### src/rtl/ika2151_mixacc_if.sv
// ika2151_mixacc_if
//   Bundles the slot-rate sample bus and serial DAC outputs of the IKA2151
//   output mixer. Clock and reset are not part of the bundle.
//
//   Handshake semantics: there is no back-pressure. i_SND_VALID qualifies
//   i_SND/i_CH_MASK for the current slot only, and is consumed on every
//   enabled edge (i_CEN_n == 0). The sink is always ready. o_SH marks the
//   last bit of a channel word on o_SO.
//
//   master : sound source / test driver (drives i_*, observes o_*)
//   slave  : ika2151_mixacc (observes i_*, drives o_*)
interface ika2151_mixacc_if #(
  parameter int CH_N = 2,
  parameter int IN_W = 14
);
  logic            i_CEN_n;
  logic            i_SYNC;
  logic            i_FMT;
  logic            i_SND_VALID;
  logic [CH_N-1:0] i_CH_MASK;
  logic [IN_W-1:0] i_SND;
  logic            i_CLIP_CLR;
  logic            o_SO;
  logic [CH_N-1:0] o_SH;
  logic [CH_N-1:0] o_CLIP;

  modport master (
    output i_CEN_n, i_SYNC, i_FMT, i_SND_VALID, i_CH_MASK, i_SND, i_CLIP_CLR,
    input  o_SO, o_SH, o_CLIP
  );

  modport slave (
    input  i_CEN_n, i_SYNC, i_FMT, i_SND_VALID, i_CH_MASK, i_SND, i_CLIP_CLR,
    output o_SO, o_SH, o_CLIP
  );
endinterface

### src/rtl/ika2151_mixacc.sv
// ika2151_mixacc
//   Multi-channel output accumulator and serial DAC formatter. Per-slot
//   samples are summed into CH_N accumulators over a SLOT_N-slot frame; at
//   the last slot each sum is saturated to 16 bits, formatted (YM3012-style
//   floating or linear) and serialised LSB first during the next frame,
//   channel c occupying slots c*W .. c*W+15 (W = SLOT_N/CH_N).
//
//   Ports:
//     i_EMUCLK : master clock, rising edge
//     i_MRST_n : asynchronous active-low reset
//     bus      : ika2151_mixacc_if.slave (clock enable, sync, sample bus,
//                format select, clip clear, o_SO/o_SH/o_CLIP)
module ika2151_mixacc #(
  parameter int CH_N   = 2,
  parameter int SLOT_N = 32,
  parameter int IN_W   = 14,
  parameter int ACC_W  = 19
) (
  input logic            i_EMUCLK,
  input logic            i_MRST_n,
  ika2151_mixacc_if.slave bus
);
  localparam int W  = SLOT_N / CH_N;
  localparam int SW = (SLOT_N > 1) ? $clog2(SLOT_N) : 1;
  localparam logic [SW-1:0]           SLOT_LAST = SW'(SLOT_N - 1);
  localparam logic signed [ACC_W-1:0] MAX_S     = ACC_W'(32767);
  localparam logic signed [ACC_W-1:0] MIN_S     = ACC_W'(-32768);

  logic [SW-1:0]              slot_q, slot_d;
  logic [CH_N-1:0][ACC_W-1:0] acc_q,  acc_d;
  logic [CH_N-1:0][15:0]      word_q, word_d;
  logic [CH_N-1:0]            clip_q, clip_d;
  logic [CH_N-1:0]            sh_q,   sh_d;
  logic                       so_q,   so_d;

  logic             en;
  logic             snap;
  logic [ACC_W-1:0] add;
  logic [ACC_W-1:0] total;
  logic [16:0]      sat_r;
  int               pos;

  // {clamped, s}
  function automatic logic [16:0] sat16(input logic [ACC_W-1:0] t);
    if ($signed(t) > MAX_S)      return {1'b1, 16'h7FFF};
    else if ($signed(t) < MIN_S) return {1'b1, 16'h8000};
    else                         return {1'b0, t[15:0]};
  endfunction

  // Floating word: 3-bit exponent over a 10-bit offset-binary mantissa.
  // The exponent is set by how many bits below the sign repeat it (max 6).
  function automatic logic [15:0] float_word(input logic [15:0] s);
    int         lead;
    logic       run;
    logic [2:0] e;
    logic [15:0] shv;
    lead = 0;
    run  = 1'b1;
    for (int i = 14; i >= 9; i--) begin
      if (run && (s[i] == s[15])) lead = lead + 1;
      else                        run  = 1'b0;
    end
    e   = 3'(7 - lead);
    shv = 16'($signed(s) >>> (e - 3'd1));
    return {e, ~s[15], shv[8:0], 3'b000};
  endfunction

  always_comb begin
    en     = ~bus.i_CEN_n;
    snap   = en & ~bus.i_SYNC & (slot_q == SLOT_LAST);
    slot_d = slot_q;
    acc_d  = acc_q;
    word_d = word_q;
    clip_d = clip_q;
    sh_d   = sh_q;
    so_d   = so_q;
    add    = '0;
    total  = '0;
    sat_r  = '0;
    pos    = 0;
    if (en) begin
      slot_d = (bus.i_SYNC || (slot_q == SLOT_LAST)) ? '0 : slot_q + 1'b1;
      clip_d = bus.i_CLIP_CLR ? '0 : clip_q;
      for (int ch = 0; ch < CH_N; ch++) begin
        add   = (bus.i_SND_VALID && bus.i_CH_MASK[ch]) ?
                {{(ACC_W-IN_W){bus.i_SND[IN_W-1]}}, bus.i_SND} : '0;
        total = acc_q[ch] + add;
        if (bus.i_SYNC) begin
          // Realign: discard the partial frame, keep the current sample.
          acc_d[ch] = add;
        end else if (snap) begin
          acc_d[ch] = '0;
          sat_r     = sat16(total);
          // A clip on the clear edge must survive, so set after clear.
          if (sat_r[16]) clip_d[ch] = 1'b1;
          word_d[ch] = bus.i_FMT ? sat_r[15:0] : float_word(sat_r[15:0]);
        end else begin
          acc_d[ch] = total;
        end
      end
      // Outputs follow the slot and words as they stand after this edge,
      // so a freshly snapshotted word starts shifting at slot 0.
      so_d = 1'b0;
      sh_d = '0;
      for (int ch = 0; ch < CH_N; ch++) begin
        pos = int'(slot_d) - ch * W;
        if ((pos >= 0) && (pos < 16)) so_d = word_d[ch][pos[3:0]];
        if (pos == 15) sh_d[ch] = 1'b1;
      end
    end
  end

  always_ff @(posedge i_EMUCLK or negedge i_MRST_n) begin
    if (!i_MRST_n) begin
      slot_q <= '0;
      acc_q  <= '0;
      word_q <= '0;
      clip_q <= '0;
      sh_q   <= '0;
      so_q   <= 1'b0;
    end else begin
      slot_q <= slot_d;
      acc_q  <= acc_d;
      word_q <= word_d;
      clip_q <= clip_d;
      sh_q   <= sh_d;
      so_q   <= so_d;
    end
  end

  assign bus.o_SO   = so_q;
  assign bus.o_SH   = sh_q;
  assign bus.o_CLIP = clip_q;
endmodule

### src/flat_wrapper.sv
// flat-port wrapper written by rule: the top's interface ports become plain ports
module ika2151_mixacc_flat 
#(
  parameter int CH_N   = 2,
  parameter int SLOT_N = 32,
  parameter int IN_W   = 14,
  parameter int ACC_W  = 19
)
  (i_EMUCLK, i_MRST_n, bus_i_CEN_n, bus_i_SYNC, bus_i_FMT, bus_i_SND_VALID, bus_i_CH_MASK, bus_i_SND, bus_i_CLIP_CLR, bus_o_SO, bus_o_SH, bus_o_CLIP);
  ika2151_mixacc_if #(.CH_N(CH_N), .IN_W(IN_W)) bus_i ();
  input logic i_EMUCLK;
  input logic i_MRST_n;
  input wire logic [$bits(bus_i.i_CEN_n)-1:0] bus_i_CEN_n;
  input wire logic [$bits(bus_i.i_SYNC)-1:0] bus_i_SYNC;
  input wire logic [$bits(bus_i.i_FMT)-1:0] bus_i_FMT;
  input wire logic [$bits(bus_i.i_SND_VALID)-1:0] bus_i_SND_VALID;
  input wire logic [$bits(bus_i.i_CH_MASK)-1:0] bus_i_CH_MASK;
  input wire logic [$bits(bus_i.i_SND)-1:0] bus_i_SND;
  input wire logic [$bits(bus_i.i_CLIP_CLR)-1:0] bus_i_CLIP_CLR;
  output wire logic [$bits(bus_i.o_SO)-1:0] bus_o_SO;
  output wire logic [$bits(bus_i.o_SH)-1:0] bus_o_SH;
  output wire logic [$bits(bus_i.o_CLIP)-1:0] bus_o_CLIP;
  assign bus_i.i_CEN_n = bus_i_CEN_n;
  assign bus_i.i_SYNC = bus_i_SYNC;
  assign bus_i.i_FMT = bus_i_FMT;
  assign bus_i.i_SND_VALID = bus_i_SND_VALID;
  assign bus_i.i_CH_MASK = bus_i_CH_MASK;
  assign bus_i.i_SND = bus_i_SND;
  assign bus_i.i_CLIP_CLR = bus_i_CLIP_CLR;
  assign bus_o_SO = bus_i.o_SO;
  assign bus_o_SH = bus_i.o_SH;
  assign bus_o_CLIP = bus_i.o_CLIP;
  ika2151_mixacc #(.CH_N(CH_N), .SLOT_N(SLOT_N), .IN_W(IN_W), .ACC_W(ACC_W)) u_core (.i_EMUCLK(i_EMUCLK), .i_MRST_n(i_MRST_n), .bus(bus_i));
endmodule
### config.mk
export PLATFORM = sky130hd
export DESIGN_NAME = ika2151_mixacc_flat
export DESIGN_NICKNAME = d
export VERILOG_FILES = /design/src/rtl/ika2151_mixacc_if.sv /design/src/rtl/ika2151_mixacc.sv /design/src/flat_wrapper.sv
export SDC_FILE = /design/constraint.sdc
export NUM_CORES = 1
export LEC_CHECK = 0
export ABC_AREA = 1
export CAP_MARGIN = 20
export CORE_ASPECT_RATIO = 0.75
export CORE_UTILIZATION = 41
export DETAILED_ROUTE_END_ITERATION = 10
export GPL_TIMING_DRIVEN = 1
export PLACE_DENSITY = 0.64
export REMOVE_ABC_BUFFERS = 1
export SETUP_SLACK_MARGIN = 0.02
export SLEW_MARGIN = 20
export SYNTH_ARGS = -nofsm -noshare
export SYNTH_HDL_FRONTEND = slang
export SYNTH_SLANG_ARGS = --single-unit
### constraint.sdc
create_clock -name i_EMUCLK -period 5.5 [get_ports i_EMUCLK]
set_input_delay 1.1 -clock i_EMUCLK [delete_from_list [all_inputs] [get_ports i_EMUCLK]]
set_output_delay 1.1 -clock i_EMUCLK [all_outputs]
set_load 0.1 [all_outputs]
# Yosys cells after proc, flatten, opt, wreduce, memory -nomap -nowiden
# Cells that the tools add are included.
classes:
  n_addsub: 18
  magnitude_cmp: 10
  n_eq_ne: 15
  shifts: 2
  muxes: 128
  bitwise: 6
  reduce_logical: 15
op_table:
  columns: ["op", "n"]
  rows:
  - ["two-way mux 17 bit", 10]
  - ["two-way mux 3 bit", 46]
  - ["two-way mux 16 bit", 8]
  - ["two-way mux 19 bit", 6]
  - ["two-way mux 1 bit", 54]
  - ["adder 19 bit", 2]
  - ["greater-than comparator 19 x 16 -> 1 bit (second input constant)", 2]
  - ["less-than comparator 19 x 16 -> 1 bit (second input constant)", 2]
  - ["== test 32 x 5 -> 1 bit (second input constant)", 1]
  - ["greater-or-equal comparator 32 x 1 -> 1 bit (second input constant)", 1]
  - ["less-than comparator 32 x 6 -> 1 bit (second input constant)", 1]
  - [">>> shifter 16 x 3 -> 9 bit", 2]
  - ["adder 3 x 2 -> 3 bit (second input constant)", 10]
  - ["logical AND 1 bit", 14]
  - ["== test 1 bit", 12]
  - ["== test 5 bit (second input constant)", 2]
  - ["less-than comparator 4 x 5 -> 1 bit (second input constant)", 2]
  - ["binary-select mux 1 bit (select 4 bit)", 2]
  - ["subtractor 1 x 3 -> 3 bit (first input constant)", 2]
  - ["subtractor 3 x 1 -> 3 bit (second input constant)", 2]
  - ["subtractor 5 x 5 -> 6 bit (second input constant)", 1]
  - ["adder 5 x 1 -> 5 bit (second input constant)", 1]
  - ["greater-or-equal comparator 5 x 1 -> 1 bit (second input constant)", 1]
  - ["less-than comparator 5 bit (second input constant)", 1]
  - ["other kinds (5)", 9]
word_totals:
  regBits: 80
  inputBits: 23
  output_inout_bits: 5
  wordCells: 202

# Logic depth before layout (Yosys ltp)
# Gate-level depths: netlist of the first run.
depth:
  word_depth: 50
  ltp_mapped: 46
  depth_no_buf: 46

# Least setup slack after synthesis of the first run
# No wires, ideal clock.
synth_path:
  path_kind: "input-to-reg"
  start: "input bus_i_SND_VALID"
  end: "register u_core.so_q (netlist: u_core.bus.o_SO)"
  setup_time_ns: 0.118
  arrival_ns: 6.025
  t_required_ns: 5.382
  path_slack_ns: -0.643
  stages: 42
  path_buffers: 1
  path_cell_list: "nand2_1 > nor2_1 > ha_1 > inv_1 > fa_1 > inv_1 > nand3_1 > nand2_1 > nand2_1 > nand2_1 > nand3_1 > nand2_1 > nand2_1 > nand2_1 > nand3_2 > nand2_4 > nand2_1 > nand3_1 > [... 6 more ...] > ha_1 > nor2_1 > a21oi_1 > ha_1 > mux2_2 > ha_1 > clkbuf_1 > nand3_1 > nand3_1 > nand3_1 > nand2_1 > nand2_1 > nand2_1 > nand2_1 > nand3_1 > nand2_1 > nand3_1 > nand2_1"
synth_between:
  elab_chain_cells: 50
  word_cells_on_any_way: 162
  cone_classes: "16 x add/sub; 4 x order compare; 12 x eq/ne; 2 x shift; 114 x mux; 2 x bitwise; 12 x reduce/logical"
synth_lines:
  columns: ["element", "line_no", "source"]
  rows:
  - ["start: declaration", "flat_wrapper.sv:16", "input wire logic [$bits(bus_i.i_SND_VALID)-1:0] bus_i_SND_VALID;"]
  - ["logical AND 1 bit", "ika2151_mixacc.sv:85", "add = (bus.i_SND_VALID && bus.i_CH_MASK[ch]) ?"]
  - ["two-way mux 19 bit", "ika2151_mixacc.sv:85", null]
  - ["adder 19 bit", "ika2151_mixacc.sv:87", "total = acc_q[ch] + add;"]
  - ["less-than comparator 19 x 16 -> 1 bit", "ika2151_mixacc.sv:46", "else if ($signed(t) < MIN_S) return {1'b1, 16'h8000};"]
  - ["two-way mux 17 bit", "ika2151_mixacc.sv:46", null]
  - ["two-way mux 17 bit", "ika2151_mixacc.sv:45", "if ($signed(t) > MAX_S) return {1'b1, 16'h7FFF};"]
  - ["two-way mux 17 bit", "ika2151_mixacc.sv:91", "end else if (snap) begin"]
  - ["two-way mux 17 bit", "ika2151_mixacc.sv:88", "if (bus.i_SYNC) begin"]
  - ["[... 34 more ...]", null, null]
  - ["two-way mux 16 bit", "ika2151_mixacc.sv:96", "word_d[ch] = bus.i_FMT ? sat_r[15:0] : float_word(sat_r[15:0]);"]
  - ["two-way mux 16 bit", "ika2151_mixacc.sv:91", null]
  - ["two-way mux 16 bit", "ika2151_mixacc.sv:88", null]
  - ["two-way mux 16 bit", "ika2151_mixacc.sv:81", "if (en) begin"]
  - ["binary-select mux 1 bit (select 4 bit)", "ika2151_mixacc.sv:107", "if ((pos >= 0) && (pos < 16)) so_d = word_d[ch][pos[3:0]];"]
  - ["two-way mux 1 bit (not written as such)", "ika2151_mixacc.sv:107", null]
  - ["two-way mux 1 bit", "ika2151_mixacc.sv:107", null]
  - ["two-way mux 1 bit (*)", "ika2151_mixacc.sv:107", null]
  - ["end signal: assignment", "ika2151_mixacc.sv:120", "so_q <= 1'b0;"]
  - ["end signal: assignment", "ika2151_mixacc.sv:127", "so_q <= so_d;"]
  - ["end: declaration", "ika2151_mixacc.sv:34", "logic so_q, so_d;"]
# Every way passes the cells marked *; elsewhere a longest branch is shown, timed or not. The select of a mux whose other input is x is not followed.
# A chain may end at the register's enable or synchronous reset.

# Worst setup path after layout of the first run
# Ends and elaborated chain as after synthesis.

==> impl_metrics.csv, run 1 <==
group,metric,value,unit
yosys,synth_edf_count,0,
route,first_pass_iters,11,
pwr,power.total,0.00455,W
floorplanning,fp.dieW,167,um
worst_setup_path,cp_common_cell,"nand2_1",
pwr,leakage,6.96,nW
worst_setup_path,crit_path_start_kind,"input pin",
timing,max_freq,164,MHz
yosys,syn_area,0.00834,mm2
worst_setup_path,crit_path_end_kind,"flop",
yosys,ys_top_cells_by_area,"dfrtp_1 24%, nand2_1 18%, inv_1 7.6%, nand3_1 7.4%, ha_1 6.9%",
clock_network,clk_pin_slew,60,ps
timing,worst_hold_slack,487,ps
global_routing,grt_first_pass_wirelength,48900,um
worst_setup_path,slowest_stage,"mux2_4",
finish,num_antenna_cells,0,
worst_setup_path,crit_path_start,"bus_i_SND_VALID",
timing,hold_viol,0,
pwr,power_frac_comb,72.1,%
route,dr.first_iter.drc_count,1047,
clock_network,cts_buffers,9,
worst_setup_path,rr_worst_depth,44,
floorplanning,start_util,42.4,%
pwr,swShare,46.5,%
timing,min_period,6110,ps
worst_setup_path,crit_fanout,7,
timing,setup_ws,-613,ps
timing,finClkSkew,11.2,ps
clock_network,cts_max_level,3,
global_routing,antenna_found_initial,0,
yosys,synth_top_area_share,24.0,%
flow_run,cap_viol_max_count,0,
floorplanning,fp-row-count,44,
yosys,ys_ff_latch,80,
timing,period_share,111,%
clock_network,ctsHoldBuffers,0,
global_routing,grt_max_degree,59,
placed_design,post-dp-hpwl,18800,um
timing,setup_violations,15,
placed_design,io_buffer_count,27,
worst_setup_path,r2r-start,"u_core.acc_q[19]$_DFFE_PN0N_",
yosys,postSynthAreaPerCell,6.29,um2
clock_network,clkSinkCount,80,
outcome,run_status,"finished, violations left",
route,postRouteAntennaNets,0,
min_path,hp-class,"flop to flop",
worst_setup_path,slowest_delay,300,ps
finish,fin_cells,1944,
yosys,ys_top_cells_by_count,"399 x nand2_1, 168 x inv_1, 123 x nand3_1, 114 x a21oi_1, 108 x nor2_1",
worst_setup_path,worstPathRequired,5730,ps
global_routing,gr-total-overflow,0,
timing,worst_pin_slew,1030,ps
floorplanning,die_y,125,um
worst_setup_path,worstSetupEndpoint,"u_core.bus.o_SO$_DFFE_PN0N_",
global_routing,first_global_vias,10200,
yosys,seq_area_frac_synth,24.0,%
pwr,p_int,0.00243,W
floorplanning,core_area,0.0197,mm2
worst_setup_path,reg2reg_to,"u_core.bus.o_SO$_DFFE_PN0N_",
route,drc,1,
finish,drive_gt1_share,47.0,%
route,drt-wirelength-per-cell,17.4,um
worst_setup_path,worst-endpoint-arrival,6350,ps
worst_setup_path,critPathKind,"input pin to flop",
placed_design,dp.cells,1757,
timing,maxSlewViolCount,0,
clock_network,clkLatencyLatePin,350,ps
finish,area_delta_synth_final,64.1,%
floorplanning,dieArea,0.0209,mm2
timing,rsz0062_at_grt,"true",
yosys,yosysUniqueCellTypes,54,
yosys,async_flop_share,100,%
worst_setup_path,r2r_slack,190,ps
global_routing,grt_usage,28.8,%
clock_network,cts_tree,"yes",
yosys,synthCells,1325,
clock_network,cts_buffer_depth,2,
pwr,irDropWorstVdd,0.000203,V
finish,fill_cells,1367,
finish,final_util,69.6,%
yosys,yosysMostFrequentCell,"nand2_1",
outcome,violations,"design-rule violations, negative setup slack",
placed_design,gp_congestion,0.901,
pwr,clockPowerShare,12.4,%
clock_network,ctsRootBufferMaster,"clkbuf_16",
pwr,powerDensity,333,mW/mm2
yosys,synth_flop_cell,"dfrtp_1",
route,routed_wl,33800,um
timing,slew-limit-headroom,31.1,%
finish,nets,1758,
yosys,synth.largest_area_cell,"dfrtp_1",
pwr,pwr-share-seq,15.5,%
yosys,yosysWarnings,0,
pwr,p_sw,0.00212,W
route,drt-vias-per-instance,5.51,
floorplanning,io_pins,28,
route,vias,10700,
layout make-up:
type	count	area, um2	area share [%]
Sequential cell	80	2000	14.6
Multi-Input combinational cell	1025	7240	52.9
Tap cell	253	317	2.31
Clock buffer	11	233	1.70
Timing Repair inverter	1	7.51	0.0549
Inverter	180	736	5.38
Clock inverter	4	22.5	0.165
Timing Repair Buffer	390	3130	22.9
placed cells by master (no fill, tap or decap), types with 40 or more instances in the layout:
cell and count:
a21oi_1 87, buf_4 336, dfrtp_1 80, inv_1 131, nand2_1 287, nand2_2 105, nand2_4 44, nand3_1 85
nand3_2 41, nor2_1 61, nor2_4 40, o21ai_0 41
through the flow:
stage	TNS [ps]	area, um2	setup slack, ps
finish	-4600	13700	-613
global route	-8230	13700	-827
CTS	-792	12500	-239
detailed placement	-23970	10100	-1620
global placement	-20380	10100	-1520
floorplan	-12680	8070	-1020
per-layer routing:
metal / wire (um) / global-route usage (%) / vias up / share of wire, %
met4: 1660 / 11.7 / 0 / 4.9
met2: 16300 / 49.3 / 538 / 48
li1: - / - / 5025 / -
met3: 2250 / 4.05 / 145 / 6.7
met1: 13600 / 36.4 / 5007 / 40
met5: 0 / 0 / - / 0
flip-flops by register name, summed over array words and instances (netlist names):
signal             cells
u_core.bus.o_SO        1
u_core.acc_q          38
u_core.word_q         32
u_core.bus.o_CLIP      2
u_core.slot_q          5
u_core.bus.o_SH        2
what timing repair did:
| item | 4_1_cts | 5_1_grt |
|---|---|---|
| buffers inserted | 132 | 43 |
| cloned | 2 | 0 |
| pin swaps | 167 | 160 |
| resized for setup | 304 | 224 |
| endpoints found under the setup margin | 21 | 19 |
power by group through the flow:
stage | registers [W] | logic, W | clock network, W
finish | 0.000707 | 0.00328 | 0.000563
global route | 0.000712 | 0.00352 | 0.000595
CTS | 0.000702 | 0.00263 | 0.000569
detailed placement | 0.000696 | 0.00206 | 0
global placement | 0.000695 | 0.00204 | 0
floorplan | 0.000696 | 0.00129 | 0
worst max-delay path: cells and delay by family:
| kind | cells | cell delay, ps |
|---|---|---|
| fa+ha+maj | 5 | 1300 |
| simple gates | 23 | 1840 |
| buf+inv | 9 | 990 |
| mux | 1 | 300 |
| compound gates | 5 | 810 |
kinds of logic (layout without fill, tap and decap cells):
group           count (synthesis)  count (layout)  share of synthesized area [%]
simple gates                  715             715                           38.2
compound gates                235             235                           16.1
buf+inv                       220             586                           11.4
flops                          80              80                           24.0
fa+ha+maj                      48              48                           7.39
xor+xnor                       26              26                           2.82
mux                             1               1                          0.135
worst min-delay path by stage:
stage,startpoint,endpoint,slack (ps),cells past startpoint
final,u_core.word_q[6]$_DFFE_PN0N_,u_core.word_q[6]$_DFFE_PN0N_,490,2
after global routing,u_core.word_q[6]$_DFFE_PN0N_,u_core.word_q[6]$_DFFE_PN0N_,490,2
after CTS,u_core.word_q[10]$_DFFE_PN0N_,u_core.word_q[10]$_DFFE_PN0N_,480,2
after detailed placement,u_core.word_q[10]$_DFFE_PN0N_,u_core.word_q[10]$_DFFE_PN0N_,470,2
after global placement,u_core.word_q[4]$_DFFE_PN0N_,u_core.word_q[4]$_DFFE_PN0N_,460,2
after floorplan,u_core.word_q[16]$_DFFE_PN0N_,u_core.word_q[16]$_DFFE_PN0N_,440,2
No activity file was read; power rests on OpenSTA's default activity.
==> inputs of run 2 (changes only) <==
Settings changed: PLACE_DENSITY 0.64 to 0.59.
Clock period 5.5 ns to 7.4 ns, I/O delays scaled along.
==> run 2 against run 1 <==
  * The flow now finishes without violations
  * Critical path depth fell by 2
  * Combinational power decreased by 57%
  * Cell count fell by 15%
  * Via count shrank 21%
  * Wire length is 29% lower
  * Die area did not move
  * Register-to-register slack better by 1800 ps
  * Flip-flop and latch count stayed put
  * Largest cell class unchanged
==> impl_metrics.csv, run 2 (same netlist as run 1, synthesis figures left out) <==
group,metric,value,unit
placed_design,gp_congestion,0.901,
floorplanning,fp-row-count,44,
route,routed_wl,24000,um
global_routing,grt_usage,23.8,%
worst_setup_path,worstPathRequired,7650,ps
timing,finClkSkew,8.42,ps
route,drc,0,
timing,worst_pin_slew,975,ps
pwr,irDropWorstVdd,0.000110,V
placed_design,dp.cells,1622,
clock_network,clk_pin_slew,70,ps
timing,tns,0,ps
clock_network,ctsRootBufferMaster,"clkbuf_16",
route,postRouteAntennaNets,0,
floorplanning,io_pins,28,
floorplanning,core_area,0.0197,mm2
global_routing,gr-total-overflow,0,
finish,top_regs,"u_core.acc_q (38), u_core.word_q (32), u_core.slot_q (5)",
finish,largest_register,"u_core.acc_q",
worst_setup_path,slowest_delay,440,ps
route,vias,8455,
worst_setup_path,crit_path_end_kind,"flop",
worst_setup_path,crit_path_start_kind,"input pin",
timing,min_period,6960,ps
timing,rsz0062_at_grt,"false",
worst_setup_path,crit_path_start,"bus_i_SND_VALID",
route,drt-wirelength-per-cell,14.6,um
global_routing,antenna_found_initial,0,
worst_setup_path,critPathKind,"input pin to flop",
finish,final_cell_mix,"393 x nand2_1, 163 x inv_1, 123 x nand3_1",
timing,max_freq,144,MHz
pwr,power.total,0.00248,W
clock_network,cts_max_level,3,
finish,fin_cells,1644,
finish,drive_gt1_share,16.0,%
clock_network,cts_buffers,9,
route,dr.first_iter.drc_count,613,
worst_setup_path,cp_common_cell,"nand2_1",
floorplanning,fp.dieW,167,um
floorplanning,die_y,125,um
timing,maxSlewViolCount,0,
global_routing,grt_max_degree,54,
global_routing,grt_first_pass_wirelength,40500,um
timing,worst_hold_slack,475,ps
min_path,hp-class,"flop to flop",
clock_network,cts_tree,"yes",
finish,layout_commonest_cell,"nand2_1",
clock_network,ctsHoldBuffers,0,
worst_setup_path,crit_fanout,13,
placed_design,post-dp-hpwl,18300,um
route,first_pass_iters,5,
worst_setup_path,crit_buf_inv,6,
worst_setup_path,r2r-start,"u_core.acc_q[0]$_DFFE_PN0N_",
route,drt-vias-per-instance,5.14,
pwr,leakage,5.17,nW
worst_setup_path,r2r_slack,1960,ps
finish,final_util,49.5,%
worst_setup_path,cp_top_family,"simple AND/OR/NAND/NOR gates",
min_path,min_from,"u_core.word_q[16]$_DFFE_PN0N_",
clock_network,clkSinkCount,80,
finish,area_delta_synth_final,16.7,%
flow_run,cap_viol_max_count,0,
placed_design,io_buffer_count,27,
worst_setup_path,worst-endpoint-arrival,7210,ps
pwr,powerDensity,255,mW/mm2
timing,setup_violations,0,
global_routing,first_global_vias,8161,
clock_network,cts_buffer_depth,2,
finish,num_antenna_cells,0,
outcome,run_status,"complete, no violations",
finish,nets,1457,
timing,period_share,94.1,%
floorplanning,dieArea,0.0209,mm2
timing,hold_viol,0,
finish,largest_reg_flops,38,
clock_network,clkLatencyLatePin,350,ps
worst_setup_path,slowest_stage,"clkdlybuf4s50_1",
floorplanning,start_util,42.4,%
timing,slew-limit-headroom,34.8,%
==> run 2: cell count changes in the layout (fill, tap and decap cells not counted), moves of 27 or more <==
| cell | delta |
|---|---|
| buf_4 | -277 |
| nand2_1 | +106 |
| nand2_2 | -70 |
| nor2_4 | -39 |
| nand3_1 | +38 |
| inv_1 | +32 |
| nand3_2 | -32 |
| nand2_4 | -31 |
| ha_4 | -30 |
| nor2_1 | +30 |
| inv_2 | -27 |
==> run 2: per-stage QoR <==
step                      worst slack (ps)  cell area (um2)
final                                  440             9730
after CTS                              253             9440
after floorplan                        503             8070
after detailed placement             -88.9             9090
after global routing                  15.1             9730
after global placement               -79.0             9090
==> run 2: path summary, 6_finish.rpt <==
check	to	cells after the start
max reg2reg	u_core.bus.o_SO$_DFFE_PN0N_	40
min in group asynchronous	u_core.acc_q[35]$_DFFE_PN0N_	1
min	u_core.word_q[16]$_DFFE_PN0N_	2
max in group asynchronous	u_core.word_q[11]$_DFFE_PN0N_	2
min reg2reg	u_core.word_q[16]$_DFFE_PN0N_	2
max	u_core.bus.o_SO$_DFFE_PN0N_	41
==> run 2: cell type report <==
type,instances,area (um2)
clock buffer,9,225
timing repair inverter,1,5.00
multi-input combinational,1025,5620
inverter,180,697
tap,253,317
timing repair buffer,89,737
fill,2045,9930
sequential,80,2000
clock inverter,7,124
==> run 2: power by group <==
group          internal (W)  switching (W)  leakage [nW]
clock              0.000334       0.000207         0.167
sequential         0.000483      0.0000299         0.997
combinational      0.000516       0.000908          4.01
total               0.00133        0.00114          5.17
==> run 2: metal layers <==
metal	global-route usage [%]	vias to the layer above	routed length [um]
li1	-	4413	-
met1	34.0	3874	12200
met2	38.3	154	10600
met3	3.36	14	955
met4	4.41	0	195
met5	0	-	0
==> run 2: timing repair <==
action / CTS / global route
setup buffers: 0 / 4
resized for setup: 0 / 64
setup endpoints to repair: 0 / 5
endpoints found under the hold margin: 0 / 0
==> run 2: worst register-to-register path, delay by kind of cell (launching register included) <==
kind	cells	cell delay, ps
adder cells (fa/ha/maj)	6	1740
AND/OR/NAND/NOR	25	1990
multiplexers	1	280
flip-flops	1	360
AO/OA/AOI/OAI	4	540
buffers and inverters	4	410
